==> src/rtl/pattern_tx.sv <==
// Serial pattern transmitter: sends a captured WIDTH-bit pattern MSB-first, repeated N times.
// Optional `last` marker on bit 0 of each repetition is enabled by defining PATTERN_TX_LAST_EN.
module pattern_tx #(
  parameter int   WIDTH    = 4,
  parameter int   CNT_W    = 4,
  parameter logic IDLE_VAL = 1'b0
) (
  input  logic             clk,
  input  logic             n_rst,
  input  logic             start,
  input  logic [WIDTH-1:0] pattern,
  input  logic [CNT_W-1:0] repeat_cnt,
  input  logic             abort,
  output logic             o,
  output logic             busy,
  output logic             done
`ifdef PATTERN_TX_LAST_EN
  ,
  output logic             last
`endif
);

  localparam int BIT_W = (WIDTH > 1) ? $clog2(WIDTH) : 1;
  localparam logic [BIT_W-1:0] BIT_MSB  = BIT_W'(WIDTH - 1);
  localparam logic [BIT_W-1:0] BIT_ZERO = '0;
  localparam logic [BIT_W-1:0] BIT_ONE  = BIT_W'(1);
  localparam logic [CNT_W-1:0] REP_ONE  = CNT_W'(1);

  typedef enum logic [1:0] {
    IDLE  = 2'd0,
    SHIFT = 2'd1,
    DONE  = 2'd2
  } state_t;

  state_t           state_q;
  logic [WIDTH-1:0] pat_q;
  logic [BIT_W-1:0] bit_q;
  logic [CNT_W-1:0] rep_q;
  logic             o_q;
  logic             busy_q;
  logic             done_q;
`ifdef PATTERN_TX_LAST_EN
  logic             last_q;
`endif

  always_ff @(posedge clk or negedge n_rst) begin
    if (!n_rst) begin
      state_q <= IDLE;
      pat_q   <= '0;
      bit_q   <= '0;
      rep_q   <= '0;
      o_q     <= IDLE_VAL;
      busy_q  <= 1'b0;
      done_q  <= 1'b0;
`ifdef PATTERN_TX_LAST_EN
      last_q  <= 1'b0;
`endif
    end else begin
      done_q <= 1'b0;
`ifdef PATTERN_TX_LAST_EN
      last_q <= 1'b0;
`endif
      case (state_q)
        // DONE accepts a new job exactly like IDLE, giving a one-cycle gap between jobs.
        IDLE, DONE: begin
          if (start && !abort) begin
            state_q <= SHIFT;
            pat_q   <= pattern;
            bit_q   <= BIT_MSB;
            rep_q   <= (repeat_cnt == '0) ? REP_ONE : repeat_cnt;
            o_q     <= pattern[WIDTH-1];
            busy_q  <= 1'b1;
          end else begin
            state_q <= IDLE;
            o_q     <= IDLE_VAL;
            busy_q  <= 1'b0;
          end
        end
        SHIFT: begin
          if (abort) begin
            state_q <= IDLE;
            o_q     <= IDLE_VAL;
            busy_q  <= 1'b0;
          end else if (bit_q == BIT_ZERO) begin
            if (rep_q <= REP_ONE) begin
              state_q <= DONE;
              o_q     <= IDLE_VAL;
              busy_q  <= 1'b0;
              done_q  <= 1'b1;
            end else begin
              // Count down remaining repetitions; never wraps since we stop at one.
              rep_q <= rep_q - REP_ONE;
              bit_q <= BIT_MSB;
              o_q   <= pat_q[WIDTH-1];
            end
          end else begin
            bit_q <= bit_q - BIT_ONE;
            o_q   <= pat_q[bit_q - BIT_ONE];
`ifdef PATTERN_TX_LAST_EN
            last_q <= (bit_q == BIT_ONE);
`endif
          end
        end
        default: begin
          state_q <= IDLE;
          o_q     <= IDLE_VAL;
          busy_q  <= 1'b0;
        end
      endcase
    end
  end

  assign o    = o_q;
  assign busy = busy_q;
  assign done = done_q;
`ifdef PATTERN_TX_LAST_EN
  assign last = last_q;
`endif

endmodule

==> config.mk <==
export PLATFORM = sky130hd
export DESIGN_NAME = pattern_tx
export DESIGN_NICKNAME = d
export VERILOG_FILES = /design/src/rtl/pattern_tx.sv
export SDC_FILE = /design/constraint.sdc
export NUM_CORES = 1
export LEC_CHECK = 0
export CAP_MARGIN = 30
export CORE_MARGIN = 1.5
export CORE_UTILIZATION = 44
export DETAILED_ROUTE_END_ITERATION = 8
export HOLD_SLACK_MARGIN = 0.02
export PLACE_DENSITY = 0.79
export REMOVE_ABC_BUFFERS = 1
export SLEW_MARGIN = 20
export SYNTH_ARGS = -nofsm -noshare
export SYNTH_HDL_FRONTEND = slang
export SYNTH_SLANG_ARGS = --single-unit
==> constraint.sdc <==
create_clock -name clk -period 2.1 [get_ports clk]
set_clock_uncertainty 0.05 [all_clocks]
set_input_delay 0.63 -clock clk [delete_from_list [all_inputs] [get_ports clk]]
set_output_delay 0.63 -clock clk [all_outputs]
set_load 0.01 [all_outputs]
==> Yosys cells after proc, flatten, opt, wreduce, memory -nomap -nowiden <==
Index checks and enable logic that the tools add are counted.
Widths: inputs -> output; s select.
{ "totals": {"output_inout_bits": 3, "reg_bits": 15, "in_bits": 12, "word_cells": 63} }
{ "classes": {"n_reduce_logical": 11, "mux": 32, "n_addsub": 2, "eq_ne": 9, "magnitude_cmp": 2} }
{ "op_table": {"columns": ["op", "count"], "rows": [
  ["$mux 4", 5],
  ["$mux 1", 14],
  ["$mux 2", 7],
  ["$ne 3x3->1 const B", 3],
  ["$ne 2x2->1 const B", 4],
  ["$pmux 2 s2", 2],
  ["$pmux 4 s2", 1],
  ["$reduce_and 5->1", 1],
  ["$le 4x1->1 const B", 1],
  ["$logic_not 2->1", 2],
  ["$logic_not 4->1", 1],
  ["$pmux 1 s2", 2],
  ["$reduce_and 2->1", 2],
  ["$reduce_and 4->1", 1],
  ["$sub 4x1->4 const B", 1],
  ["$lt 2x3->1 const B", 1],
  ["$bmux 1 s2", 1],
  ["$eq 2x1->1 const B", 1],
  ["$eq 2x2->1 const B", 1],
  ["$reduce_bool 2->1", 1],
  ["$reduce_or 2->1", 1],
  ["$sub 2x1->2 const B", 1],
  ["$logic_and 1x1->1", 1],
  ["$logic_not 1->1", 1]
]} }

==> Depth between registers and ports, before layout <==
Gate-level depths: netlist of run 1.
{ "depth": {"depth_word": 6, "mapped_depth": 6} }

==> Worst setup path after synthesis of run 1 <==
OpenSTA, ideal clock, no wires.
{ "synth_path": {"path_type": "flip-flop to flip-flop", "from": "reg rep_q[0]", "to": "reg rep_q[2]", "t_arrival_ns": 1.416, "slack_ns": 0.508, "stages_incl_launch_ff": 7, "setup_time_ns": 0.127, "path_cell_list": "dfrtp_1 > inv_1 > ha_1 > nor2_1 > o311ai_4 > a21oi_1 > o2bb2a_1"} }
{ "synth_between": {"elab_chain_cells": 5, "word_cells_on_any_way": 8} }
{ "synth_rtl": {"columns": ["element", "line_no", "source"], "rows": [
  ["start, declared", "38", "logic [CNT_W-1:0] rep_q;"],
  ["start signal, assigned", "70", "rep_q <= (repeat_cnt == '0) ? REP_ONE : repeat_cnt;"],
  ["start signal, assigned", "92", "rep_q <= rep_q - REP_ONE;"],
  ["$sub 4x1->4", "92", null],
  ["$mux 4", "85", "if (rep_q <= REP_ONE) begin"],
  ["$mux 4", "84", "end else if (bit_q == BIT_ZERO) begin"],
  ["$mux 4", "80", "if (abort) begin"],
  ["$pmux 4 s2", "63", "case (state_q)"]
]} }
Several ways; a longest one is shown, not always the timed one. The select of a mux whose other input is x is not followed.
A chain may end at the register's enable or synchronous reset.

==> Worst setup path in the final report of run 1 <==
{ "layout_path": {"from": "in start", "to": "reg rep_q[3]"} }
{ "layout_between": {"elab_chain_cells": 3} }
{ "layout_rtl": {"columns": ["element", "line_no", "source"], "rows": [
  ["start, declared", "10", "input logic start,"],
  ["$logic_and 1x1->1", "66", "if (start && !abort) begin"],
  ["$ne 2x2->1 (no line)", null, null],
  ["$reduce_and 5->1 (no line)", null, null]
]} }
Every way passes these cells.

==> results of run 1 <==
-- critical path, cell delays in order --
cell             delay (ns)
clkdlybuf4s50_1        0.48
or3b_1                 0.50
nand2_4                0.12
o2bb2a_1               0.23
-- per-stage QoR --
step	hold slack, ns	TNS [ns]	instances	worst slack, ns
after global placement	0.408	0	127	0.00397
final	0.438	0	131	0.260
after detailed placement	0.416	-0.0737	127	-0.0296
after floorplan	0.284	0	83	0.479
after global routing	0.473	0	131	0.181
after CTS	0.440	0	131	0.242
-- flip-flops by register name, indices dropped and copies added (netlist names) --
name / cells
bit_q: 2
busy: 1
done: 1
o: 1
pat_q: 4
rep_q: 4
state_q: 2
-- worst paths after layout --
path	start	end	slack (ns)	depth (start not counted)
max reg2reg	rep_q[0]$_DFFE_PN0P_	rep_q[3]$_DFFE_PN0P_	0.34	6
min in group asynchronous	n_rst	pat_q[3]$_DFFE_PN0P_	0.60	2
max	start	rep_q[3]$_DFFE_PN0P_	0.26	4
max in group asynchronous	n_rst	state_q[0]$_DFFE_PN0P_	1.22	2
min reg2reg	pat_q[2]$_DFFE_PN0P_	pat_q[2]$_DFFE_PN0P_	0.44	2
min	pat_q[2]$_DFFE_PN0P_	pat_q[2]$_DFFE_PN0P_	0.44	2
-- report_power, final --
part | leakage (µW) | switching, µW | internal [µW]
registers | 0.000182 | 61.0 | 345
clock network | 0.0000177 | 94.0 | 70.7
logic | 0.000278 | 139 | 131
-- layer usage --
layer / wire length [µm] / part of all wire [%] / vias to the layer above
li1: - / - / 340
met1: 753 / 48 / 329
met2: 755 / 48 / 16
met3: 51 / 3.2 / 4
met4: 23 / 1.5 / 0
met5: 0 / 0 / -
-- cell families (layout without fill, tap and decap cells) --
kind of cell | after synthesis | count (layout)
mux | 4 | 4
buf+inv | 6 | 27
compound gates | 16 | 16
fa+ha+maj | 3 | 3
flops | 15 | 15
simple gates | 41 | 41
-- final cells by class --
type	instances	area, µm²
clock inverter	1	5.00
sequential	15	375
timing repair buffer	19	178
fill	155	698
inverter	4	15.0
tap	25	31.3
clock buffer	3	22.5
multi-input combinational	64	420
-- synth_stat cells, types with 2 or more instances --
| cell | count | area, µm² |
|---|---|---|
| nand2_1 | 16 | 60.1 |
| dfrtp_1 | 15 | 375 |
| nor2_1 | 8 | 30.0 |
| a21oi_1 | 5 | 25.0 |
| inv_1 | 4 | 15.0 |
| mux2i_1 | 4 | 40.0 |
| nor3_1 | 4 | 20.0 |
| ha_1 | 3 | 37.5 |
| nand3_1 | 3 | 15.0 |
| o21a_1 | 3 | 22.5 |
| nand2b_1 | 2 | 12.5 |
| o21ai_0 | 2 | 10.0 |
| o2bb2a_1 | 2 | 20.0 |
-- layout by cell type (no fill, tap or decap), types with 2 or more instances in the layout --
cell type	Yosys	final
a21oi_1	5	5
clkbuf_4	0	3
mux2i_1	4	4
o2bb2a_1	2	2
o21a_1	3	3
ha_1	3	3
nand2b_1	2	2
dfrtp_1	15	15
nand3_1	3	3
buf_4	0	5
clkdlybuf4s50_1	0	14
inv_1	4	4
nor3_1	4	4
nor2_1	8	8
nand2_1	16	16
o21ai_0	2	2
==> flow_summary.json, run 1 <==
{
  "root_buffer": "clkbuf_4",
  "grt_most_used_layer": "met2",
  "drc": 0,
  "peakVddDrop_mv": 0.408,
  "gr-usage-met2_pct": 28.9,
  "cellLeakagePower_uw": 0.000477,
  "cts_setup_buffers": 0,
  "synth_edf_count": 0,
  "grt_max_degree": 16,
  "area_growth_pct": 26.6,
  "tightest_slew_ns": 0.394,
  "core_um2": 1750,
  "synth_xor_area_share_pct": 0,
  "synthCells": 85,
  "cts.path.max_buffers": 2,
  "wl_per_cell_um": 12.1,
  "ys_warn_count": 0,
  "nNetsFinal": 122,
  "ys.flop_type": "dfrtp_1",
  "std_cell_rows": 15,
  "die_height_um": 46.4,
  "setup_violations": 0,
  "ys_types": 27,
  "holdCritPathClass": "flip-flop to flip-flop",
  "clkSinkCount": 15,
  "synth_fa_ha_area_share_pct": 4.54,
  "synth_top_family_by_area": "simple AND/OR/NAND/NOR gates",
  "grt.total_usage_pct": 18.5,
  "cts_tree": "done",
  "clock_latency_ns": 0.28,
  "synth_simple_gate_area_share_pct": 26.3,
  "synth_compound_area_share_pct": 15.1,
  "clk_pin_slew_ns": 0.09,
  "drt-initial-drc-count": 14,
  "port_buffers": 14,
  "drive_gt1_share_pct": 12.3,
  "crit_path_start_kind": "input port",
  "grt_pass1_vias": 642,
  "critPathKind": "input port to flip-flop",
  "synth_seq_area_share_pct": 45.4,
  "gp_congestion": 0.892,
  "syn_area_um2": 827,
  "holdBufCountCts": 0,
  "max-cap-violations": 0,
  "antenna_left": 0,
  "io_pins": 15,
  "finalPower_uw": 841,
  "synth.avg_cell_area_um2": 9.73,
  "crit_required_ns": 2.22,
  "grt_first_pass_wirelength_um": 2700,
  "met1_usage_pct": 23.1,
  "utilization_pct": 60.0,
  "synthArstFlopShare_pct": 100,
  "yosys_register_bits": 15,
  "cts_made_buffers": 3,
  "grt_antenna_before_repair": 0,
  "gr-total-overflow": 0,
  "dieWidth_um": 46.4,
  "power_density_nw_per_um2": 803,
  "fmax_ghz": 0.544,
  "crit_arrival_ns": 1.96,
  "viasPerCell": 5.26,
  "drv_slew": 0,
  "start_util_pct": 47.4,
  "cts_resized": 0,
  "h-tree-depth": 1,
  "crit_fanout": 7,
  "routed_wl_um": 1580,
  "gr-usage-met3_pct": 3.92,
  "post-route-period-util_pct": 87.6,
  "dr.pass1.iters": 4,
  "hold_violations": 0,
  "status": "finished clean",
  "period_needed_ns": 1.84,
  "final_area_um2": 1050,
  "place_area_um2": 1020,
  "max-slew-margin-rel_pct": 73.7,
  "diodes": 0,
  "dpl.hpwl_um": 1190,
  "rsz0062_at_grt": "no",
  "num_vias": 689,
  "synth.area.mux_share_pct": 4.84,
  "die_area_um2": 2150,
  "end_kind": "flip-flop"
}
Note: power is estimated with default switching activity, not from simulation.
==> run 2, diff against run 1 <==
--- a/config.mk
+++ b/config.mk
@@ -9,8 +9,9 @@
 export CORE_MARGIN = 1.5
 export CORE_UTILIZATION = 44
 export DETAILED_ROUTE_END_ITERATION = 8
+export DONT_BUFFER_PORTS = 1
 export HOLD_SLACK_MARGIN = 0.02
-export PLACE_DENSITY = 0.79
+export PLACE_DENSITY = 0.69
 export REMOVE_ABC_BUFFERS = 1
 export SLEW_MARGIN = 20
 export SYNTH_ARGS = -nofsm -noshare
==> run 2 against run 1 <==
  * Via count is 13% lower
  * Critical endpoint is now rep_q[2]$_DFFE_PN0P_
  * Largest cell class unchanged
  * Register-to-register slack improved by 0.02 ns
  * Flip-flop and latch count stayed put
  * Global-route usage shrank 1.6 points
==> flow_summary.json, run 2 (synthesis results as in run 1) <==
{
  "dr.pass1.iters": 4,
  "root_buffer": "clkbuf_4",
  "multi_input_area_um2": 420,
  "clkSinkCount": 15,
  "tightest_slew_ns": 0.662,
  "grt_pass1_vias": 533,
  "finalNonFillerCells": 113,
  "die_height_um": 46.4,
  "die_area_um2": 2150,
  "hold_violations": 0,
  "final_common_cell": "nand2_1",
  "nNetsFinal": 104,
  "rsz0062_at_grt": "no",
  "crit_path_start_kind": "flip-flop",
  "cts.path.max_buffers": 2,
  "max-cap-violations": 0,
  "reg.largest.list": "pat_q: 4 flops, rep_q: 4 flops",
  "cts_made_buffers": 3,
  "holdBufCountCts": 1,
  "drc": 0,
  "start_util_pct": 47.4,
  "viasPerCell": 5.33,
  "num_vias": 602,
  "regArea_um2": 375,
  "port_buffers": 0,
  "power_density_nw_per_um2": 909,
  "grt_max_degree": 16,
  "cts_setup_buffers": 0,
  "cellLeakagePower_uw": 0.000401,
  "setup_violations": 0,
  "crit_required_ns": 2.22,
  "io_pins": 15,
  "period_needed_ns": 1.74,
  "grt_antenna_before_repair": 0,
  "fmax_ghz": 0.573,
  "drt-initial-drc-count": 10,
  "status": "finished clean",
  "grt_first_pass_wirelength_um": 2390,
  "core_um2": 1750,
  "critPathMaxStageDelay_ns": 0.44,
  "post-place-cells": 108,
  "diodes": 0,
  "final_cell_mix": "nand2_1, dfrtp_1, nor2_1, a21oi_1",
  "slowest_stage": "dfrtp_1",
  "utilization_pct": 50.3,
  "end_kind": "flip-flop",
  "finalSetupTns_ns": 0,
  "std_cell_rows": 15,
  "routed_wl_um": 1540,
  "crit_fanout": 7,
  "finalPower_uw": 798,
  "path_cells": "inv_1 > ha_1 > nor2_1 > o311ai_4 > a21oi_1 > o2bb2a_1",
  "clock_latency_ns": 0.28,
  "dieWidth_um": 46.4,
  "grt.total_usage_pct": 16.9,
  "gp_congestion": 0.776,
  "cts_tree": "done",
  "crit_arrival_ns": 1.86,
  "gr-total-overflow": 0,
  "antenna_left": 0,
  "cts_resized": 0,
  "drv_slew": 0,
  "clk_pin_slew_ns": 0.08,
  "wl_per_cell_um": 13.6,
  "peakVddDrop_mv": 0.472,
  "critPathKind": "flip-flop to flip-flop",
  "hold-worst-slack_ns": 0.358,
  "post-route-period-util_pct": 83.1,
  "dpl.hpwl_um": 1150,
  "h-tree-depth": 1,
  "fillCellCount": 178,
  "max-slew-margin-rel_pct": 55.7,
  "holdCritPathClass": "input port to flip-flop",
  "drive_gt1_share_pct": 7.95,
  "area_growth_pct": 6.20
}
[run 2: layout make-up]
type                    instances  share of cell area [%]
repair buffers                  1                    1.14
multi-input cells              64                    47.9
flip-flops and latches         15                    42.7
inverters                       4                    1.71
well taps                      25                    3.56
clock buffers                   4                    2.99
[run 2: power breakdown]
part	total [µW]	leakage [µW]	switching (µW)	internal (µW)
logic	230	0.000204	129	102
registers	406	0.000182	61.6	345
clock network	162	0.0000150	87.9	73.7
[run 2: through the flow]
step                      setup slack, ns  cell area, µm²
final                               0.356             878
after global routing                0.225             878
after CTS                           0.349             878
after detailed placement            0.357             842
after global placement              0.384             842
after floorplan                     0.479             811
[run 2: path summary, 6_finish.rpt]
path,start,to,slack [ns],depth (start not counted)
worst max-delay path,rep_q[0]$_DFFE_PN0P_,rep_q[2]$_DFFE_PN0P_,0.36,6
worst min-delay path,abort,done$_DFF_PN0_,0.36,1
worst max register to register,rep_q[0]$_DFFE_PN0P_,rep_q[2]$_DFFE_PN0P_,0.36,6
worst min register to register,pat_q[1]$_DFFE_PN0P_,pat_q[1]$_DFFE_PN0P_,0.44,2
max in group asynchronous,n_rst,rep_q[3]$_DFFE_PN0P_,0.81,1
min in group asynchronous,n_rst,rep_q[0]$_DFFE_PN0P_,0.77,1
[run 2: critical path: cells and delay by family (launching register included)]
kind                     cells  cell delay, ns
AO/OA/AOI/OAI                3            0.77
flip-flops                   1            0.44
adder cells (fa/ha/maj)      1            0.19
AND/OR/NAND/NOR              1            0.10
buffers and inverters        1            0.08
[run 2: layer usage]
layer | wire length [µm] | up-vias | GRT usage (%)
li1 | - | 302 | -
met1 | 718 | 282 | 21.0
met2 | 716 | 16 | 25.8
met3 | 91 | 2 | 8.24
met4 | 12 | 0 | 5.14
met5 | 0 | - | 0
==> variant 1, RTL diff (flow settings as in run 1) <==
The parameter `CNT_W` goes from 4 to 3.
--- a/src/rtl/pattern_tx.sv
+++ b/src/rtl/pattern_tx.sv
@@ -3,5 +3,5 @@
 module pattern_tx #(
   parameter int   WIDTH    = 4,
-  parameter int   CNT_W    = 4,
+  parameter int   CNT_W    = 3,
   parameter logic IDLE_VAL = 1'b0
 ) (
Ports: changed (resized repeat_cnt); port bits go from 15 to 14. The function was not compared with the original's and may differ.
==> variant 1 against run 1 <==
Design area is 8.2% lower. Largest cell class unchanged. Wire length is 5.5% higher. Critical path type is now flop to output pin. Setup slack better by 0.0012 ns. Area after synthesis decreased by 9.4%. Count of clock-buffer cells in the layout up 1. Cell count shrank 15%. Sequential cell count is 1 lower. Hold slack worse by 0.016 ns. Register-to-register slack better by 0.02 ns. Power grew 17%.
==> variant 1: results (changes against run 1) <==
{| class="wikitable"
! Metric !! Value
|-
| Invs w/o clock || 6 (+2)
|-
| Initial DRC count || 10 (-4)
|-
| Post-synth cell types || 30 (+11%)
|-
| Biggest regs || pat_q: 4 flops, rep_q: 3 flops
|-
| Worst Hold Launch || pat_q[1]$_DFFE_PN0P_
|-
| Share of layout cells above drive strength 1 || 10.5% (-1.7 points)
|-
| Power in combinational cells || 383 µW (+42%)
|-
| Multi-input logic cell count || 54 (-16%)
|-
| CP delay by family, top || buffers and inverters
|-
| Actual slew at the worst max-slew pin || 0.342 ns (-0.0525 ns)
|-
| Net load switching power || 346 µW (+18%)
|-
| Number of synthesized register bits || 14 (-1)
|-
| Fill cell total of the finished layout || 127 (-18%)
|-
| Result of the run || complete, no violations
|-
| Compound-Gate Fraction of Synth Area || 16.2% (+1.1 points)
|-
| Vias in the first global route || 693 (+7.9%)
|-
| Final weighted congestion in routability-driven placement || 0.905 (+1.4%)
|-
| Reg2Reg Setup Slack || 0.36 ns (+0.02 ns)
|-
| Nets@finish || 110 (-9.8%)
|-
| Area taken by multi-input logic gates || 372 µm² (-12%)
|-
| Number of clock buffers in the layout || 4 (+1)
|-
| Global routing usage summed across all routing layers || 20.7% (+2.2 points)
|-
| Routed via count divided by cell count || 5.82 (+11%)
|-
| CP Max Fanout || 2 (-5)
|-
| Delay of the slowest critical-path stage || 0.53 ns (+0.03 ns)
|-
| Share of cell area taken by flip-flops and latches || 36.5% (+0.62 points)
|-
| Worst r2r dst || o$_DFF_PN0_
|-
| End point of the worst hold path || pat_q[1]$_DFFE_PN0P_
|-
| Mux share of post-synthesis cell area || 5.51% (+0.67 points)
|-
| Main area contributors after synthesis || dfrtp_1, nand2_1, ha_1
|-
| Leakage power summed over all cells || 0.459 nW (-3.9%)
|-
| Sequential logic power || 401 µW (-1%)
|-
| Proportion of final cell area spent on non-clock buffers || 16.7% (-0.30 points)
|-
| Capturing instance or port of the critical path || busy
|-
| Critical path origin || busy$_DFFE_PN0P_
|}
variant 1: cell types whose count changed in the layout (fill, tap and decap cells not counted), moves of 3 or more:
cell and change:
o21a_1 -3, nor3b_1 +3, nand2_1 -3, a21oi_1 -4
nor2_1 -6
variant 1: stage by stage:
stage               instances  area [µm²]  hold slack, ns  util, %  setup WS, ns
finish                    111         961           0.421     62.3         0.262
global route              111         961           0.469     62.3         0.201
CTS                       111         961           0.427     62.3         0.249
detailed placement        107         925           0.406     60.0        0.0170
global placement          107         925           0.404     60.0        0.0514
floorplan                  74         744           0.284        -         0.457
variant 1: metal layers:
| layer | global-route usage, % | routed length [µm] | vias up |
|---|---|---|---|
| li1 | - | - | 311 |
| met1 | 23.4 | 717 | 303 |
| met2 | 35.6 | 799 | 25 |
| met3 | 6.53 | 95 | 7 |
| met4 | 9.09 | 57 | 0 |
| met5 | 0 | 0 | - |
variant 1: worst min-delay path, delay by kind of cell (launching register included):
family / cells / cell delay [ns]
flops: 1 / 0.34
simple gates: 2 / 0.11
==> variant 2, RTL diff (settings of run 1) <==
Made on the original files. The 3 states of `state_t` get a one-hot encoding in 3 bits.
--- a/src/rtl/pattern_tx.sv
+++ b/src/rtl/pattern_tx.sv
@@ -27,8 +27,8 @@
   localparam logic [CNT_W-1:0] REP_ONE  = CNT_W'(1);
 
-  typedef enum logic [1:0] {
-    IDLE  = 2'd0,
-    SHIFT = 2'd1,
-    DONE  = 2'd2
+  typedef enum logic [2:0] {
+    IDLE  = 3'b001,
+    SHIFT = 3'b010,
+    DONE  = 3'b100
   } state_t;
 
Behaviour: no difference found for any inputs over 10 cycles, from zero or initial values and one cycle with n_rst low; not proved beyond that.
==> variant 2 against run 1 <==
Non-clock buffer count rose by 3. Sequential power shrank 5%. Wire length increased by 8.1%. Sequential share of layout area up 0.68 points. Area after synthesis rose by 0.61%. Setup slack worse by 0.16 ns. Sequential cell count rose by 1. Power fell by 12%. Design area up 5.0%. Register-to-register slack got worse by 0.24 ns. Global-route usage increased by 0.47 points. Synthesized cell count shrank 8.2%. Largest power group unchanged.
==> variant 2: results (changes against run 1) <==
{| class="wikitable"
! Metric !! Value
|-
| H-Tree Level Count || 1 (unchanged)
|-
| Min Clock Period, post-route || 2.00 ns (+0.157 ns)
|-
| End point of the worst hold path || pat_q[3]$_DFFE_PN0P_
|-
| Met1 demand-to-capacity share in global routing || 23.2% (+0.19 points)
|-
| Compound-Gate Fraction of Synth Area || 18.0% (+2.9 points)
|-
| Hold Path Cell Cnt || 2 (unchanged)
|-
| Post-synthesis adder-cell area fraction || 4.51% (-0.027 points)
|-
| Global routing usage summed across all routing layers || 19.0% (+0.47 points)
|-
| First-pass GRT wire length || 2860 µm (+5.6%)
|-
| Worst slack on hold paths || 0.450 ns (+0.0125 ns)
|-
| Fraction of power spent switching nets || 27.5% (-7.5 points)
|-
| Mux share of post-synthesis cell area || 7.07% (+2.2 points)
|-
| Area after detailed placement || 0.00106 mm² (+4.3%)
|-
| Post-synth cell types || 33 (+22%)
|-
| XOR/XNOR Fraction of Synth Area || 1.05% (+1.1 points)
|-
| CP Max Fanout || 5 (-2)
|-
| Nets@finish || 120 (-1.6%)
|-
| Biggest regs || pat_q: 4 flops, rep_q: 4 flops, state_q: 3 flops
|-
| Setup Slack @ Placement || -0.107 ns (-0.0778 ns)
|-
| Routed via count divided by cell count || 5.44 (+3.5%)
|-
| Max transition margin || 65.5% (-8.2 points)
|-
| Critical Path Source Type || flop
|-
| Critical path arrival || 2.12 ns (+0.16 ns)
|-
| Delay of the slowest critical-path stage || 0.55 ns (+0.05 ns)
|-
| Final weighted congestion in routability-driven placement || 0.834 (-6.5%)
|-
| Maximum number of pins on one net before global-route repair || 12 (-4)
|-
| Initial DRC count || 17 (+3)
|-
| Worst r2r dst || bit_q[1]$_DFFE_PN0P_
|-
| Highest ir drop seen on vdd || 434 µV (+6.5%)
|-
| Result of the run || complete, no violations
|-
| Number of cells on the worst reg-to-reg path || 6 (unchanged)
|-
| Main area contributors after synthesis || dfrtp_1, ha_1, mux2_1
|-
| Sequential share of the synthesized area || 48.3% (+2.9 points)
|-
| Share of layout cells above drive strength 1 || 17.3% (+5.0 points)
|-
| Commonest cells in the synthesized netlist || dfrtp_1, inv_1, nor2_1, nand2_1, nor3_1
|-
| Global-route track usage on met3 || 3.53% (-0.39 points)
|-
| GR met2 Demand/Resource || 32.8% (+3.9 points)
|-
| Leakage power summed over all cells || 0.494 nW (+3.5%)
|-
| Slowest cell on the critical path || or4b_1
|-
| Reg2Reg Setup Slack || 0.10 ns (-0.24 ns)
|-
| Worst Hold Launch || pat_q[3]$_DFFE_PN0P_
|-
| Vias in the first global route || 653 (+1.7%)
|-
| Fill cell total of the finished layout || 138 (-11%)
|-
| Average wire per standard cell || 13.3 µm (+9.8%)
|}
## variant 2: power groups by stage
stage          registers [mW]  logic [mW]  clock network [mW]
2_1_floorplan           0.384      0.0883                   0
3_3_place_gp            0.389       0.143                   0
3_5_place_dp            0.392       0.151                   0
4_1_cts                 0.386       0.152               0.206
5_1_grt                 0.395       0.167               0.227
6_report                0.387       0.150               0.204
## variant 2: layout make-up
| cell class | count | area share [%] |
|---|---|---|
| Clock buffer | 4 | 3.30 |
| Timing Repair Buffer | 22 | 18.2 |
| Sequential cell | 16 | 36.5 |
| Tap cell | 25 | 2.84 |
| Inverter | 8 | 2.73 |
| Multi-Input combinational cell | 54 | 36.4 |
## variant 2: stage by stage
step	std cells	utilization [%]
after floorplan	78	-
after global placement	125	60.9
after detailed placement	125	60.9
after CTS	129	63.0
after global routing	129	63.0
final	129	63.0
## variant 2: metal layers
layer | share of wire (%) | up-vias
met5 | 0 | -
met4 | 1.1 | 0
met3 | 5.0 | 2
met2 | 50 | 29
met1 | 44 | 331
li1 | - | 340
